==> config.mk <==
export PLATFORM = sky130hd
export DESIGN_NAME = frame_buf_sched_flat
export DESIGN_NICKNAME = d
export VERILOG_FILES = /design/src/rtl/frame_buf_sched_pkg.sv /design/src/rtl/frame_buf_sched_if.sv /design/src/rtl/frame_buf_sched.sv /design/src/flat_wrapper.sv
export SDC_FILE = /design/constraint.sdc
export NUM_CORES = 1
export LEC_CHECK = 0
export BUFFER_PORTS_ARGS = -buffer_cell sky130_fd_sc_hd__buf_2
export CORE_MARGIN = 1.5
export CORE_UTILIZATION = 50
export CTS_CLUSTER_DIAMETER = 50
export DETAILED_ROUTE_END_ITERATION = 6
export PLACE_DENSITY = 0.8
export REMOVE_ABC_BUFFERS = 1
export SLEW_MARGIN = 20
export SYNTH_ARGS = -nofsm -noshare
export SYNTH_HDL_FRONTEND = slang
export SYNTH_SLANG_ARGS = --single-unit
==> constraint.sdc <==
create_clock -name i_Sys_clk -period 4.2 [get_ports i_Sys_clk]
set_clock_uncertainty 0.2 [all_clocks]
set_input_delay 0.63 -clock i_Sys_clk [delete_from_list [all_inputs] [get_ports i_Sys_clk]]
set_output_delay 0.63 -clock i_Sys_clk [all_outputs]
set_load 0.1 [all_outputs]
==> src/rtl/frame_buf_sched_pkg.sv <==
// Shared types and constants for the triple-buffer frame scheduler.
// Holds the slot index type, the reset slot assignment and the expected-pixel helper.
package frame_buf_sched_pkg;

    typedef logic [1:0] slot_idx_t;

    localparam slot_idx_t RST_WR_SLOT  = 2'd0;
    localparam slot_idx_t RST_RD_SLOT  = 2'd1;
    localparam slot_idx_t RST_RDY_SLOT = 2'd2;

    typedef enum logic [0:0] {
        W_IDLE   = 1'b0,
        W_ACTIVE = 1'b1
    } wr_state_t;

    function automatic int unsigned exp_pix_cnt(input int unsigned width, input int unsigned height);
        return width * height;
    endfunction

endpackage

==> src/rtl/frame_buf_sched_if.sv <==
// Writer/reader handshake bundle of the frame scheduler.
// The slave modport is the scheduler side, the master modport is the client side.
interface frame_buf_sched_if #(
    parameter int ADDR_W = 32
);

    logic              i_Wr_vs;
    logic              i_Wr_de;
    logic              i_Rd_req;
    logic [ADDR_W-1:0] o_Wr_base_addr;
    logic              o_Wr_field_rst;
    logic [ADDR_W-1:0] o_Rd_base_addr;
    logic              o_Rd_ack;
    logic              o_Rd_new;

    modport slave (
        input  i_Wr_vs,
        input  i_Wr_de,
        input  i_Rd_req,
        output o_Wr_base_addr,
        output o_Wr_field_rst,
        output o_Rd_base_addr,
        output o_Rd_ack,
        output o_Rd_new
    );

    modport master (
        output i_Wr_vs,
        output i_Wr_de,
        output i_Rd_req,
        input  o_Wr_base_addr,
        input  o_Wr_field_rst,
        input  o_Rd_base_addr,
        input  o_Rd_ack,
        input  o_Rd_new
    );

endinterface

==> src/rtl/frame_buf_sched.sv <==
// Triple-buffer scheduler: rotates three DDR base addresses between writer, reader and a ready slot,
// promoting only frames with the exact pixel count and letting the reader take the newest one.
module frame_buf_sched
    import frame_buf_sched_pkg::*;
#(
    parameter int ADDR_W       = 32,
    parameter int IMAGE_WIDTH  = 640,
    parameter int IMAGE_HEIGHT = 480,
    parameter int CNT_W        = 16
) (
    input  logic              i_Sys_clk,
    input  logic              i_Rst,
    input  logic [ADDR_W-1:0] i_Buffer_addr_0,
    input  logic [ADDR_W-1:0] i_Buffer_addr_1,
    input  logic [ADDR_W-1:0] i_Buffer_addr_2,
    frame_buf_sched_if.slave  bus,
    output logic [CNT_W-1:0]  o_Drop_cnt,
    output logic [CNT_W-1:0]  o_Err_cnt
);

    localparam int unsigned     PIX_EXP   = exp_pix_cnt(IMAGE_WIDTH, IMAGE_HEIGHT);
    localparam int              PIX_W     = $clog2(PIX_EXP + 2);
    localparam logic [PIX_W-1:0] PIX_MATCH = PIX_W'(PIX_EXP);
    localparam logic [PIX_W-1:0] PIX_SAT   = PIX_W'(PIX_EXP + 1);

    logic              r_vs_d0;
    logic              r_vs_d1;
    logic              r_de_d0;
    wr_state_t         r_state;
    logic [PIX_W-1:0]  r_pix_cnt;
    slot_idx_t         r_wr_idx;
    slot_idx_t         r_rd_idx;
    slot_idx_t         r_rdy_idx;
    logic              r_rdy_vld;
    logic [CNT_W-1:0]  r_drop_cnt;
    logic [CNT_W-1:0]  r_err_cnt;
    logic [ADDR_W-1:0] r_wr_base;
    logic [ADDR_W-1:0] r_rd_base;
    logic              r_field_rst;
    logic              r_rd_ack;
    logic              r_rd_new;

    logic              w_rise;
    logic              w_fall;
    wr_state_t         w_state_nxt;
    logic              w_cnt_clr;
    logic              w_cnt_en;
    logic              w_frame_end;
    logic              w_frame_good;
    logic              w_frame_bad;
    slot_idx_t         w_wr_nxt;
    slot_idx_t         w_rdy_mid;
    logic              w_vld_mid;
    slot_idx_t         w_rd_nxt;
    slot_idx_t         w_rdy_nxt;
    logic              w_vld_nxt;
    logic              w_drop_inc;
    logic              w_rd_new_nxt;

    function automatic logic [ADDR_W-1:0] slot_addr(
        input slot_idx_t         idx,
        input logic [ADDR_W-1:0] addr_0,
        input logic [ADDR_W-1:0] addr_1,
        input logic [ADDR_W-1:0] addr_2
    );
        logic [ADDR_W-1:0] sel;
        case (idx)
            2'd0:    sel = addr_0;
            2'd1:    sel = addr_1;
            2'd2:    sel = addr_2;
            default: sel = addr_0;
        endcase
        return sel;
    endfunction

    // Frame-window capture; reset to "high" so a frame already running at reset is ignored
    // until the writer drops and re-raises its window.
    always_ff @(posedge i_Sys_clk) begin
        if (i_Rst) begin
            r_vs_d0 <= 1'b1;
            r_vs_d1 <= 1'b1;
            r_de_d0 <= 1'b0;
        end else begin
            r_vs_d0 <= bus.i_Wr_vs;
            r_vs_d1 <= r_vs_d0;
            r_de_d0 <= bus.i_Wr_de;
        end
    end

    assign w_rise = r_vs_d0 & ~r_vs_d1;
    assign w_fall = ~r_vs_d0 & r_vs_d1;

    // Writer FSM state register.
    always_ff @(posedge i_Sys_clk) begin
        if (i_Rst) begin
            r_state <= W_IDLE;
        end else begin
            r_state <= w_state_nxt;
        end
    end

    // Writer FSM next-state logic.
    always_comb begin
        w_state_nxt = r_state;
        case (r_state)
            W_IDLE: begin
                if (w_rise) begin
                    w_state_nxt = W_ACTIVE;
                end else begin
                    w_state_nxt = W_IDLE;
                end
            end
            W_ACTIVE: begin
                if (w_fall) begin
                    w_state_nxt = W_IDLE;
                end else begin
                    w_state_nxt = W_ACTIVE;
                end
            end
            default: w_state_nxt = W_IDLE;
        endcase
    end

    // Writer FSM outputs: counter control and frame-end strobe.
    always_comb begin
        w_cnt_clr   = 1'b0;
        w_cnt_en    = 1'b0;
        w_frame_end = 1'b0;
        case (r_state)
            W_IDLE: begin
                w_cnt_clr = w_rise;
            end
            W_ACTIVE: begin
                w_cnt_en    = r_vs_d0;
                w_frame_end = w_fall;
            end
            default: begin
                w_cnt_clr = 1'b0;
            end
        endcase
    end

    // Pixel counter; the rise cycle already carries a qualified pixel, so it seeds the count.
    always_ff @(posedge i_Sys_clk) begin
        if (i_Rst) begin
            r_pix_cnt <= '0;
        end else if (w_cnt_clr) begin
            r_pix_cnt <= r_de_d0 ? PIX_W'(1) : PIX_W'(0);
        end else if (w_cnt_en && r_de_d0 && (r_pix_cnt != PIX_SAT)) begin
            r_pix_cnt <= r_pix_cnt + PIX_W'(1);
        end else begin
            r_pix_cnt <= r_pix_cnt;
        end
    end

    // Slot rotation: a good frame end is applied first, then a read request on the result.
    always_comb begin
        w_frame_good = w_frame_end && (r_pix_cnt == PIX_MATCH);
        w_frame_bad  = w_frame_end && (r_pix_cnt != PIX_MATCH);

        if (w_frame_good) begin
            w_wr_nxt   = r_rdy_idx;
            w_rdy_mid  = r_wr_idx;
            w_vld_mid  = 1'b1;
            w_drop_inc = r_rdy_vld;
        end else begin
            w_wr_nxt   = r_wr_idx;
            w_rdy_mid  = r_rdy_idx;
            w_vld_mid  = r_rdy_vld;
            w_drop_inc = 1'b0;
        end

        if (bus.i_Rd_req && w_vld_mid) begin
            w_rd_nxt     = w_rdy_mid;
            w_rdy_nxt    = r_rd_idx;
            w_vld_nxt    = 1'b0;
            w_rd_new_nxt = 1'b1;
        end else begin
            w_rd_nxt     = r_rd_idx;
            w_rdy_nxt    = w_rdy_mid;
            w_vld_nxt    = w_vld_mid;
            w_rd_new_nxt = 1'b0;
        end
    end

    // Slot indices, ready flag and statistic counters.
    always_ff @(posedge i_Sys_clk) begin
        if (i_Rst) begin
            r_wr_idx   <= RST_WR_SLOT;
            r_rd_idx   <= RST_RD_SLOT;
            r_rdy_idx  <= RST_RDY_SLOT;
            r_rdy_vld  <= 1'b0;
            r_drop_cnt <= '0;
            r_err_cnt  <= '0;
        end else begin
            r_wr_idx   <= w_wr_nxt;
            r_rd_idx   <= w_rd_nxt;
            r_rdy_idx  <= w_rdy_nxt;
            r_rdy_vld  <= w_vld_nxt;
            r_drop_cnt <= w_drop_inc ? (r_drop_cnt + CNT_W'(1)) : r_drop_cnt;
            r_err_cnt  <= w_frame_bad ? (r_err_cnt + CNT_W'(1)) : r_err_cnt;
        end
    end

    // Registered addresses follow the next-state indices so they move with the rotation.
    always_ff @(posedge i_Sys_clk) begin
        if (i_Rst) begin
            r_wr_base   <= i_Buffer_addr_0;
            r_rd_base   <= i_Buffer_addr_1;
            r_field_rst <= 1'b0;
            r_rd_ack    <= 1'b0;
            r_rd_new    <= 1'b0;
        end else begin
            r_wr_base   <= slot_addr(w_wr_nxt, i_Buffer_addr_0, i_Buffer_addr_1, i_Buffer_addr_2);
            r_rd_base   <= slot_addr(w_rd_nxt, i_Buffer_addr_0, i_Buffer_addr_1, i_Buffer_addr_2);
            r_field_rst <= w_cnt_clr;
            r_rd_ack    <= bus.i_Rd_req;
            r_rd_new    <= w_rd_new_nxt;
        end
    end

    assign bus.o_Wr_base_addr = r_wr_base;
    assign bus.o_Wr_field_rst = r_field_rst;
    assign bus.o_Rd_base_addr = r_rd_base;
    assign bus.o_Rd_ack       = r_rd_ack;
    assign bus.o_Rd_new       = r_rd_new;
    assign o_Drop_cnt         = r_drop_cnt;
    assign o_Err_cnt          = r_err_cnt;

endmodule
==> src/flat_wrapper.sv <==
// flat-port wrapper written by rule: the top's interface ports become plain ports
module frame_buf_sched_flat import frame_buf_sched_pkg::*;
#(
    parameter int ADDR_W       = 32,
    parameter int IMAGE_WIDTH  = 640,
    parameter int IMAGE_HEIGHT = 480,
    parameter int CNT_W        = 16
)
  (i_Sys_clk, i_Rst, i_Buffer_addr_0, i_Buffer_addr_1, i_Buffer_addr_2, o_Drop_cnt, o_Err_cnt, bus_i_Wr_vs, bus_i_Wr_de, bus_i_Rd_req, bus_o_Wr_base_addr, bus_o_Wr_field_rst, bus_o_Rd_base_addr, bus_o_Rd_ack, bus_o_Rd_new);
  frame_buf_sched_if #(.ADDR_W(ADDR_W)) bus_i ();
  input  logic i_Sys_clk;
  input  logic i_Rst;
  input  logic [ADDR_W-1:0] i_Buffer_addr_0;
  input  logic [ADDR_W-1:0] i_Buffer_addr_1;
  input  logic [ADDR_W-1:0] i_Buffer_addr_2;
  output logic [CNT_W-1:0] o_Drop_cnt;
  output logic [CNT_W-1:0] o_Err_cnt;
  input wire logic [$bits(bus_i.i_Wr_vs)-1:0] bus_i_Wr_vs;
  input wire logic [$bits(bus_i.i_Wr_de)-1:0] bus_i_Wr_de;
  input wire logic [$bits(bus_i.i_Rd_req)-1:0] bus_i_Rd_req;
  output wire logic [$bits(bus_i.o_Wr_base_addr)-1:0] bus_o_Wr_base_addr;
  output wire logic [$bits(bus_i.o_Wr_field_rst)-1:0] bus_o_Wr_field_rst;
  output wire logic [$bits(bus_i.o_Rd_base_addr)-1:0] bus_o_Rd_base_addr;
  output wire logic [$bits(bus_i.o_Rd_ack)-1:0] bus_o_Rd_ack;
  output wire logic [$bits(bus_i.o_Rd_new)-1:0] bus_o_Rd_new;
  assign bus_i.i_Wr_vs = bus_i_Wr_vs;
  assign bus_i.i_Wr_de = bus_i_Wr_de;
  assign bus_i.i_Rd_req = bus_i_Rd_req;
  assign bus_o_Wr_base_addr = bus_i.o_Wr_base_addr;
  assign bus_o_Wr_field_rst = bus_i.o_Wr_field_rst;
  assign bus_o_Rd_base_addr = bus_i.o_Rd_base_addr;
  assign bus_o_Rd_ack = bus_i.o_Rd_ack;
  assign bus_o_Rd_new = bus_i.o_Rd_new;
  frame_buf_sched #(.ADDR_W(ADDR_W), .IMAGE_WIDTH(IMAGE_WIDTH), .IMAGE_HEIGHT(IMAGE_HEIGHT), .CNT_W(CNT_W)) u_core (.i_Sys_clk(i_Sys_clk), .i_Rst(i_Rst), .i_Buffer_addr_0(i_Buffer_addr_0), .i_Buffer_addr_1(i_Buffer_addr_1), .i_Buffer_addr_2(i_Buffer_addr_2), .bus(bus_i), .o_Drop_cnt(o_Drop_cnt), .o_Err_cnt(o_Err_cnt));
endmodule
# Word level (Yosys, flattened, before mapping)
# Index checks and enable logic that the tools add are counted.
# totals
reg_bits,129
out_inout_bits,99
# classes
add_sub_neg,3
eq_ne,7
muxes,20
bitwise_logic,5
reduce_logical,7
# op_table
op,n
case mux 32 bit (2 select lines),2
two-way mux 32 bit,2
two-way mux 19 bit,2
"inequality test 19 bit, second input constant",2
"adder 16 x 1 -> 16 bit, second input constant",2
"adder 19 x 1 -> 19 bit, second input constant",1
"== test 19 bit, second input constant",1
two-way mux 1 bit,9
two-way mux 2 bit,4
logical AND 1 bit,5
"== test 2 x 1 -> 1 bit, second input constant",2
"== test 2 bit, second input constant",2
NOT 1 bit,3
bitwise AND 1 bit,2
case mux 1 bit (2 select lines),1
nonzero test 2 bit,1
OR reduction 2 bit,1

# Depth between registers and ports, before layout
# Gate-level depths: netlist of run 1.
# logic_depth
depth_word,10
depth_mapped,13
mapped_depth_nobuf,12

# Least setup slack after synthesis of run 1
# Ideal clock, no wire load.
# synth_timing
path_type,register to register
start,register u_core.r_pix_cnt[2]
end,"register u_core.r_rd_base[10], in the netlist u_core.bus.o_Rd_base_addr[10]"
t_arrival_ns,2.970
path_slack_ns,0.956
stages_incl_launch_ff,12
path_buffers,2
period_less_slack_ns,3.244
path_cell_list,dfxtp_1 clkbuf_2 nor4b_1 nand4b_1 o21ai_0 o22ai_1 or2_2 ha_1 nor2b_1 clkbuf_1 a22oi_1 o21ai_0
# synth_via
elab_chain_len,8
# synth_lines
item,line_no,rtl
from (decl),frame_buf_sched.sv:30,logic [PIX_W-1:0] r_pix_cnt;
from (signal assigned),frame_buf_sched.sv:148,r_pix_cnt <= r_de_d0 ? PIX_W'(1) : PIX_W'(0);
from (signal assigned),frame_buf_sched.sv:150,r_pix_cnt <= r_pix_cnt + PIX_W'(1);
from (signal assigned),frame_buf_sched.sv:152,r_pix_cnt <= r_pix_cnt;
== test 19 bit *,frame_buf_sched.sv:158,w_frame_good = w_frame_end && (r_pix_cnt == PIX_MATCH);
logical AND 1 bit *,frame_buf_sched.sv:158,
two-way mux 1 bit,frame_buf_sched.sv:161,if (w_frame_good) begin
logical AND 1 bit,frame_buf_sched.sv:173,if (bus.i_Rd_req && w_vld_mid) begin
two-way mux 2 bit *,frame_buf_sched.sv:173,
== test 2 bit / == test 2 x 1 -> 1 bit (equally long branches),frame_buf_sched.sv:67,case (idx)
case mux 32 bit (2 select lines) *,frame_buf_sched.sv:67,
two-way mux 32 bit *,frame_buf_sched.sv:207,if (i_Rst) begin
to (signal assigned),frame_buf_sched.sv:209,r_rd_base <= i_Buffer_addr_1;
to (signal assigned),frame_buf_sched.sv:215,"r_rd_base <= slot_addr(w_rd_nxt, i_Buffer_addr_0, i_Buffer_addr_1, i_Buffer_addr_2);"
to (decl),frame_buf_sched.sv:38,logic [ADDR_W-1:0] r_rd_base;
# Every way passes the cells marked *; elsewhere a longest branch is shown, timed or not.
# A chain may end at the register's enable or synchronous reset.

# Worst setup path in the final report of run 1
# layout_timing
start,register u_core.r_pix_cnt[2]
end,"register u_core.r_rd_base[25], in the netlist u_core.bus.o_Rd_base_addr[25]"
# Same word-level chain as after synthesis.

==> summary.txt, run 1 <==
Status
  – Status: finished with violations
  – Failing checks: DRC

Power
  – Combinational share of power: 14.5%
  – Sw frac: 27.9%
  – Internal power: 0.00230 W
  – Clk pwr share: 45.5%
  – P_leak: 3.07 nW
  – IR drop worst, VDD: 0.000236 V
  – Seq pwr share: 40.0%
  – Net Switching: 0.000893 W
  – P per Cell Area: 433 nW/um^2

Placed design
  – Post-place setup slack: 0.371 ns
  – DP Wirelength: 11,800 um
  – Routability-driven placement congestion ratio: 0.874
  – Placed instance area: 6790 um^2
  – Port Buffers: 199

Global route
  – GRT overflow: 0
  – GR Util All Layers: 28.0%
  – Pin count of the biggest net entering global routing: 86
  – First-pass GRT wire length: 26,600 um
  – Vias in the first global route: 5,696
  – Initial antenna violation count: 0

CTS
  – CTS root buf: clkbuf_16
  – Max clock buf depth: 2
  – Worst skew pair latency: 0.41 ns
  – TritonCTS clock tree: built
  – CTS clk-pin slew, worst paths: 0.06 ns
  – H-tree Lvls: 4
  – CTS buffer count: 17
  – Postcts setup bufs: 0
  – Clk sink count: 129
  – Post_cts resized: 0
  – # hold bufs at CTS: 0

Timing
  – Rel. slew slack: 30.3%
  – Final setup violation count: 0
  – RSZ-0062 raised after global routing: no
  – Worst-Margin Slew: 1.04 ns
  – Max-slew violations: 0
  – Fin Hold WS: 0.201 ns
  – Upper clock frequency limit: 0.266 GHz
  – Tcrit/Tclk final: 89.6%
  – Final worst slack: 0.439 ns
  – Fin crit period: 3.76 ns
  – Hold Vio Cnt, Final: 0

Layout
  – Final Cell Area: 7370 um^2
  – Area Overhead vs Synth: 29.2%
  – Most common cell after layout, fill and taps aside: buf_2
  – # diodes: 0
  – Final nets: 953
  – Share of cells above drive strength 1: 28.8%
  – Most frequent cells in the layout: buf_2 (199), dfxtp_1 (129), a22oi_1 (94)
  – Core Util, Final: 67.1%

Routing
  – Vias/cell: 5.86
  – WL/cell: 16.9 um
  – DR iter-0 viols: 620
  – Pre-antenna DRT Iters: 7
  – DR vias: 5,835
  – Post-DRT Antenna Nets: 0
  – Routed Wire Length: 16,800 um
  – Residual DRC count: 2

Floorplan
  – Num rows: 38
  – CORE AREA: 11,000 um^2
  – Initial Utilization: 52.0%
  – Die width: 110 um
  – Die height: 110 um
  – Die area: 12,100 um^2
  – Boundary Pins: 200

Setup path
  – Data arrival, critical path: 3.84 ns
  – WP data required: 4.28 ns
  – Crit end category: flop
  – Critical path class: reg -> reg
  – CP max FO: 31
  – Worst Setup Start Kind: flop

Logic synthesis
  – Synth async-reset ratio: 0%
  – Synth cell types: 49
  – Area leader, netlist: dfxtp_1
  – Ys flop type: dfxtp_1
  – Mapped Area: 5710 um^2
  – Top cell type's share of synthesized area: 45.2%
  – Mean Syn Cell Area: 8.66 um^2
  – Synth top area cells: dfxtp_1 (45%), a22oi_1 (12%), o21ai_0 (7.4%)
  – Number of flops mapped to enable cells by yosys: 0
  – Synth Instances: 659
  – Ys Warns: 0
  – Seq/Total Area, Yosys: 45.2%
  – Synth Register Bits: 129

Flow run
  – Max cap viols: 0

Min path
  – HP Class: in -> reg
## synth_stat cells, drive strengths merged, types with 12 or more instances
cell,n
a21oi,18
a22oi,94
clkbuf,42
dfxtp,129
inv,14
nand2,62
nand3,15
nand4,15
nor2,50
o21ai,84
or3,12
xnor2,16
xor2,15
## metal layers
metal	share of wire, %	vias to the layer above	track usage (%)
met5	0	-	0
met4	2.6	0	12.0
met3	6.8	42	7.53
met2	50	271	45.3
met1	41	2722	35.0
li1	-	2800	-
## per-stage QoR
step / setup TNS, ns / cells / power, W
2_1_floorplan: -9.24 / 616 / 0.00163
3_3_place_gp: 0 / 964 / 0.00176
5_1_grt: 0 / 995 / 0.00329
4_1_cts: 0 / 995 / 0.00320
6_report: 0 / 995 / 0.00319
3_5_place_dp: 0 / 964 / 0.00176
## path summary, 6_finish.rpt
path	startpoint	endpoint	slack [ns]	depth (start not counted)
hold / removal	bus_i_Wr_vs	u_core.r_vs_d0	0.20	2
hold reg to reg	u_core.r_pix_cnt[14]	u_core.r_pix_cnt[14]	0.30	2
setup / recovery	u_core.r_pix_cnt[2]	u_core.bus.o_Rd_base_addr[25]	0.44	11
setup reg to reg	u_core.r_pix_cnt[2]	u_core.bus.o_Rd_base_addr[25]	0.44	11
## power by group through the flow
stage,clock network (W),logic [W],registers (W)
finish,0.00145,0.000463,0.00128
global route,0.00152,0.000483,0.00128
CTS,0.00146,0.000461,0.00128
detailed placement,0,0.000461,0.00130
global placement,0,0.000455,0.00130
floorplan,0,0.0000507,0.00158
## critical path: stages (launching register included)
cell	delay (ns)
dfxtp_1	0.39
nor4b_1	0.36
nand4b_1	0.37
buf_4	0.31
o21ai_1	0.38
o22ai_1	0.20
or2_2	0.31
ha_1	0.31
nor2b_2	0.15
buf_4	0.27
a22oi_1	0.23
o21ai_0	0.13
## area by class of cell
type                            instances  area, um^2
Fill cell                             885        3610
Multi-Input combinational cell        473        2910
Sequential cell                       129        2580
Timing Repair Buffer                  208        1060
Clock buffer                           26         509
Tap cell                              140         175
Clock inverter                          5        75.1
Inverter                               14        52.6
## sequential cells by signal, indices dropped and copies added (netlist names)
register and cells:
u_core.bus.o_Rd_base_addr 32, u_core.bus.o_Wr_base_addr 32, u_core.r_pix_cnt 19, u_core.o_Drop_cnt 16, u_core.o_Err_cnt 16, u_core.r_rd_idx 2
u_core.r_rdy_idx 2, u_core.r_wr_idx 2, u_core.bus.o_Rd_ack 1, u_core.bus.o_Rd_new 1, u_core.bus.o_Wr_field_rst 1, u_core.r_de_d0 1
u_core.r_rdy_vld 1, u_core.r_state 1, u_core.r_vs_d0 1, u_core.r_vs_d1 1
## cell families (layout without fill, tap and decap cells)
| family | after synthesis | in the layout | share of synthesized area (%) |
|---|---|---|---|
| compound gates | 222 | 222 | 25.1 |
| xor+xnor | 31 | 31 | 4.76 |
| fa+ha+maj | 9 | 9 | 1.97 |
| buf+inv | 57 | 253 | 3.79 |
| flops | 129 | 129 | 45.2 |
| mux | 6 | 6 | 1.05 |
| simple gates | 205 | 205 | 18.1 |
(Power assumes the default switching activity.)
==> run 2, diff against run 1 <==
--- a/config.mk
+++ b/config.mk
@@ -5,7 +5,7 @@
 export SDC_FILE = /design/constraint.sdc
 export NUM_CORES = 1
 export LEC_CHECK = 0
-export BUFFER_PORTS_ARGS = -buffer_cell sky130_fd_sc_hd__buf_2
+export BUFFER_PORTS_ARGS = -buffer_cell sky130_fd_sc_hd__buf_4
 export CORE_MARGIN = 1.5
 export CORE_UTILIZATION = 50
 export CTS_CLUSTER_DIAMETER = 50
==> run 2 against run 1 <==
Net effect:
- the run now ends clean
- wire length rose by 7.9%
- sequential power barely moved
- worst hold slack improved by 0.010 ns
- worst setup slack improved by 0.15 ns
- combinational power rose by 11%
- first-iteration DRC count fell by 12%
- core utilization rose by 4.9 points
- largest cell class unchanged
- sequential cell count did not move
- highest routed layer unchanged
- register-to-register slack improved by 0.15 ns
- die area did not move
==> summary.txt, run 2 (same netlist as run 1, synthesis figures left out) <==
Timing
  – Fin crit period: 3.61 ns
  – Final setup violation count: 0
  – Upper clock frequency limit: 0.277 GHz
  – Setup TNS: 0 ns
  – Final worst slack: 0.588 ns
  – Rel. slew slack: 59.9%
  – Worst-Margin Slew: 0.595 ns
  – Max-slew violations: 0
  – Tcrit/Tclk final: 86.0%
  – Hold Vio Cnt, Final: 0
  – RSZ-0062 raised after global routing: no

Routing
  – Residual DRC count: 0
  – DR vias: 6,011
  – DR iter-0 viols: 547
  – WL/cell: 18.2 um
  – Routed Wire Length: 18,100 um
  – Vias/cell: 6.03
  – Post-DRT Antenna Nets: 0
  – Pre-antenna DRT Iters: 6

Global route
  – GR Util All Layers: 29.7%
  – First-pass GRT wire length: 27,800 um
  – Pin count of the biggest net entering global routing: 65
  – Initial antenna violation count: 0
  – Met1 Use GR: 36.9%
  – Grt met3 use: 7.94%
  – GRT overflow: 0
  – Vias in the first global route: 5,776
  – Grt peak-use layer: met2
  – Routing usage on met2: 48.6%

CTS
  – # hold bufs at CTS: 0
  – TritonCTS clock tree: built
  – CTS buffer count: 17
  – Post_cts resized: 0
  – CTS root buf: clkbuf_16
  – Max clock buf depth: 2
  – H-tree Lvls: 4
  – Clk sink count: 129
  – CTS clk-pin slew, worst paths: 0.06 ns
  – Worst skew pair latency: 0.41 ns
  – Postcts setup bufs: 0

Power
  – IR drop worst, VDD: 0.000450 V
  – Sw frac: 28.2%
  – Combinational share of power: 15.8%
  – Internal power: 0.00234 W
  – Clk pwr share: 44.8%
  – P_leak: 3.23 nW
  – Seq pwr share: 39.4%
  – P per Cell Area: 412 nW/um^2
  – Net Switching: 0.000918 W

Placed design
  – Post-place setup slack: 0.484 ns
  – DP Wirelength: 12,500 um
  – Port Buffers: 199
  – Routability-driven placement congestion ratio: 0.938

Flow run
  – Max cap viols: 0

Floorplan
  – Die height: 110 um
  – Num rows: 38
  – Boundary Pins: 200
  – Initial Utilization: 52.0%
  – Die area: 12,100 um^2
  – Die width: 110 um
  – CORE AREA: 11,000 um^2

Setup path
  – CP max-delay cell: o21ai_0
  – Top delay family on crit path: compound AO/OA/AOI/OAI gates
  – WP data required: 4.27 ns
  – Max incr delay on CP: 0.59 ns
  – Data arrival, critical path: 3.68 ns
  – CP max FO: 31
  – Crit end category: flop
  – Critical path class: reg -> reg
  – Most Frequent Cell on Critical Path: o21ai_0
  – Worst Setup Start Kind: flop
  – Critical-path cell list: nor4_1 > nand4b_1 > o21ai_0 > o22ai_1 > or2_2 > ha_1 > nor2b_2 > buf_4 > a22oi_1 > o21ai_0
  – Worst path buffer plus inverter count: 1

Min path
  – HP Class: in -> reg

Layout
  – Final nets: 954
  – Share of cells above drive strength 1: 29.2%
  – Fillcell total: 841
  – Most frequent cells in the layout: buf_4 (208), dfxtp_1 (129), a22oi_1 (94)
  – Area Overhead vs Synth: 38.5%
  – Most common cell after layout, fill and taps aside: buf_4
  – Seq. cell area: 2580 um^2
  – # diodes: 0
  – Area of the multi-input gates: 2910 um^2

Status
  – Status: finished, final reports clean
==> run 2: layout make-up <==
| type | count | share of cell area [%] |
|---|---|---|
| clock buffer | 23 | 6.17 |
| timing repair buffer | 209 | 20.1 |
| multi-input combinational | 473 | 36.9 |
| tap | 140 | 2.22 |
| inverter | 14 | 0.665 |
| clock inverter | 9 | 1.33 |
| sequential | 129 | 32.7 |
==> run 2: power groups by stage <==
stage          clock network (W)  logic [W]  registers [W]
3_3_place_gp                   0   0.000504        0.00131
4_1_cts                  0.00147   0.000512        0.00128
5_1_grt                  0.00153   0.000533        0.00128
2_1_floorplan                  0  0.0000507        0.00158
3_5_place_dp                   0   0.000511        0.00131
6_report                 0.00146   0.000514        0.00128
==> run 2: final timing paths <==
kind | start | end | slack (ns) | depth (start not counted)
max | u_core.r_pix_cnt[7] | u_core.bus.o_Rd_base_addr[25] | 0.59 | 10
max reg2reg | u_core.r_pix_cnt[7] | u_core.bus.o_Rd_base_addr[25] | 0.59 | 10
min | bus_i_Wr_vs | u_core.r_vs_d0 | 0.21 | 2
min reg2reg | u_core.r_rd_idx[0] | u_core.r_rdy_idx[0] | 0.30 | 2
==> run 2: metrics by stage <==
stage / instances / total power (W) / instance area [um^2] / hold slack [ns] / util, %
after floorplan: 616 / 0.00163 / 5540 / 0.237 / -
after global placement: 964 / 0.00181 / 7290 / 0.259 / 66.3
after detailed placement: 964 / 0.00182 / 7290 / 0.282 / 66.3
after CTS: 996 / 0.00327 / 7880 / 0.201 / 71.7
after global routing: 997 / 0.00335 / 7910 / 0.200 / 72.0
final: 997 / 0.00325 / 7910 / 0.211 / 72.0
==> run 2: layer usage <==
| metal | part of all wire, % | vias to the layer above |
|---|---|---|
| met1 | 40 | 2896 |
| met3 | 6.9 | 45 |
| met5 | 0 | - |
| met2 | 50 | 264 |
| li1 | - | 2806 |
| met4 | 2.8 | 0 |
==> run 3, diff against run 2 <==
--- a/config.mk
+++ b/config.mk
@@ -10,6 +10,7 @@
 export CORE_UTILIZATION = 50
 export CTS_CLUSTER_DIAMETER = 50
 export DETAILED_ROUTE_END_ITERATION = 6
+export GPL_TIMING_DRIVEN = 0
 export PLACE_DENSITY = 0.8
 export REMOVE_ABC_BUFFERS = 1
 export SLEW_MARGIN = 20
==> run 3 against run 2 <==
Net effect:
- sequential share of layout area shrank 0.24 points
- global-route usage is 0.27 points higher
- register-to-register slack got worse by 0.35 ns
- worst setup slack lost 0.35 ns
- power rose by 4.9%
- critical endpoint is now u_core.bus.o_Rd_base_addr[24]
- highest routed layer unchanged
==> summary.txt, run 3 (same netlist as run 1, synthesis figures left out) <==
Floorplan
  – Die width: 110 um
  – Initial Utilization: 52.0%
  – Die height: 110 um
  – Die area: 12,100 um^2
  – Boundary Pins: 200
  – Num rows: 38
  – CORE AREA: 11,000 um^2

Timing
  – Worst-Margin Slew: 0.970 ns
  – Fin crit period: 3.96 ns
  – Fin Hold WS: 0.198 ns
  – RSZ-0062 raised after global routing: no
  – Setup TNS: 0 ns
  – Max-slew violations: 0
  – Upper clock frequency limit: 0.253 GHz
  – Tcrit/Tclk final: 94.3%
  – Rel. slew slack: 35.4%
  – Hold Vio Cnt, Final: 0
  – Final setup violation count: 0

Global route
  – Vias in the first global route: 6,001
  – Pin count of the biggest net entering global routing: 87
  – GRT overflow: 0
  – Initial antenna violation count: 0
  – GR Util All Layers: 30.0%
  – First-pass GRT wire length: 28,100 um

Routing
  – Pre-antenna DRT Iters: 5
  – Post-DRT Antenna Nets: 0
  – Routed Wire Length: 18,400 um
  – DR iter-0 viols: 599
  – Residual DRC count: 0
  – Vias/cell: 6.13
  – WL/cell: 18.5 um
  – DR vias: 6,082

Layout
  – Area Overhead vs Synth: 39.5%
  – Most common cell after layout, fill and taps aside: buf_4
  – Most frequent cells in the layout: buf_4 (202), dfxtp_1 (129), a22oi_1 (94)
  – # diodes: 0
  – Non-Filler Instances: 992
  – Share of cells above drive strength 1: 29.3%
  – Core Util, Final: 72.5%
  – Final nets: 949

Placed design
  – Port Buffers: 199
  – Placed cell count: 958
  – DP Wirelength: 12,400 um
  – Routability-driven placement congestion ratio: 0.816

Setup path
  – Critical-path cell list: inv_1 > ha_1 > nand4b_4 > nor4_2 > nand4_1 > o221ai_1 > inv_1 > ha_2 > nor2b_4 > buf_12 > a22oi_1 > o21ai_0
  – Most Frequent Cell on Critical Path: inv_1
  – Crit end category: flop
  – Data arrival, critical path: 4.07 ns
  – Max incr delay on CP: 0.76 ns
  – FF-to-FF setup slack: 0.24 ns
  – CP max-delay cell: ha_2
  – Worst Setup Start Kind: flop
  – CP max FO: 35
  – Critical path class: reg -> reg
  – WP data required: 4.31 ns

CTS
  – CTS buffer count: 17
  – Worst skew pair latency: 0.41 ns
  – Max clock buf depth: 2
  – CTS root buf: clkbuf_16
  – TritonCTS clock tree: built
  – CTS clk-pin slew, worst paths: 0.05 ns
  – # hold bufs at CTS: 0
  – H-tree Lvls: 4
  – Clk sink count: 129

Min path
  – HP Class: in -> reg

Power
  – IR drop worst, VDD: 0.000467 V
  – P_leak: 3.23 nW
  – P per Cell Area: 429 nW/um^2

Flow run
  – Max cap viols: 0

Status
  – Status: finished, final reports clean
[run 3: cell count changes in the layout (fill, tap and decap cells not counted), moves of 2 or more]
cell        change
clkinvlp_4      -2
buf_12          +2
buf_4           -6
nor2b_4         +2
nor2b_2         -2
ha_1            -4
bufinv_16       +3
ha_2            +4
[run 3: per-layer routing]
| layer | track usage [%] | share of wire (%) | up-vias | wire length, um |
|---|---|---|---|---|
| met5 | 0 | 0 | - | 0 |
| met4 | 12.6 | 2.5 | 0 | 468 |
| met3 | 9.43 | 8.3 | 40 | 1530 |
| met2 | 51.2 | 51 | 316 | 9380 |
| met1 | 34.6 | 38 | 2934 | 7000 |
| li1 | - | - | 2792 | - |
[run 3: worst paths after layout]
kind	endpoint	cells past startpoint	start
hold reg to reg	u_core.o_Err_cnt[15]	2	u_core.o_Err_cnt[15]
setup / recovery	u_core.bus.o_Rd_base_addr[24]	12	u_core.r_pix_cnt[0]
hold / removal	u_core.r_vs_d0	2	bus_i_Wr_vs
setup reg to reg	u_core.bus.o_Rd_base_addr[24]	12	u_core.r_pix_cnt[0]
[run 3: power by group]
| part | switching [W] | total [W] | leakage [nW] | internal (W) |
|---|---|---|---|---|
| sequential | 0.0000152 | 0.00128 | 1.06 | 0.00127 |
| combinational | 0.000376 | 0.000514 | 1.85 | 0.000138 |
| clock | 0.000523 | 0.00162 | 0.316 | 0.00110 |
[run 3: timing repair]
| action | in CTS | in global routing |
|---|---|---|
| buffers inserted | 2 | 0 |
| endpoints found under the hold margin | 0 | 0 |
| endpoints found under the setup margin | 64 | 0 |
| resized for setup | 2 | 0 |
[run 3: critical path: cells and delay by family, from the launching register on]
kind / cells / cell delay [ns]
AO/OA/AOI/OAI: 3 / 0.60
adder cells (fa/ha/maj): 2 / 1.11
buffers and inverters: 3 / 0.40
flip-flops: 1 / 0.35
AND/OR/NAND/NOR: 4 / 1.17
[run 3: final cells by class]
type / instances / area, um^2
Clock inverter: 10 / 180
Clock buffer: 22 / 474
Fill cell: 860 / 3020
Inverter: 14 / 52.6
Multi-Input combinational cell: 473 / 2940
Sequential cell: 129 / 2580
Timing Repair Buffer: 204 / 1560
Tap cell: 140 / 175
[run 3: metrics by stage]
step / setup slack, ns / area (um^2) / power [W]
after floorplan: -0.298 / 5540 / 0.00163
after global placement: -2.51 / 7210 / 0.00181
after detailed placement: -0.711 / 7290 / 0.00182
after CTS: 0.241 / 7960 / 0.00343
after global routing: 0.0106 / 7960 / 0.00351
final: 0.241 / 7960 / 0.00341
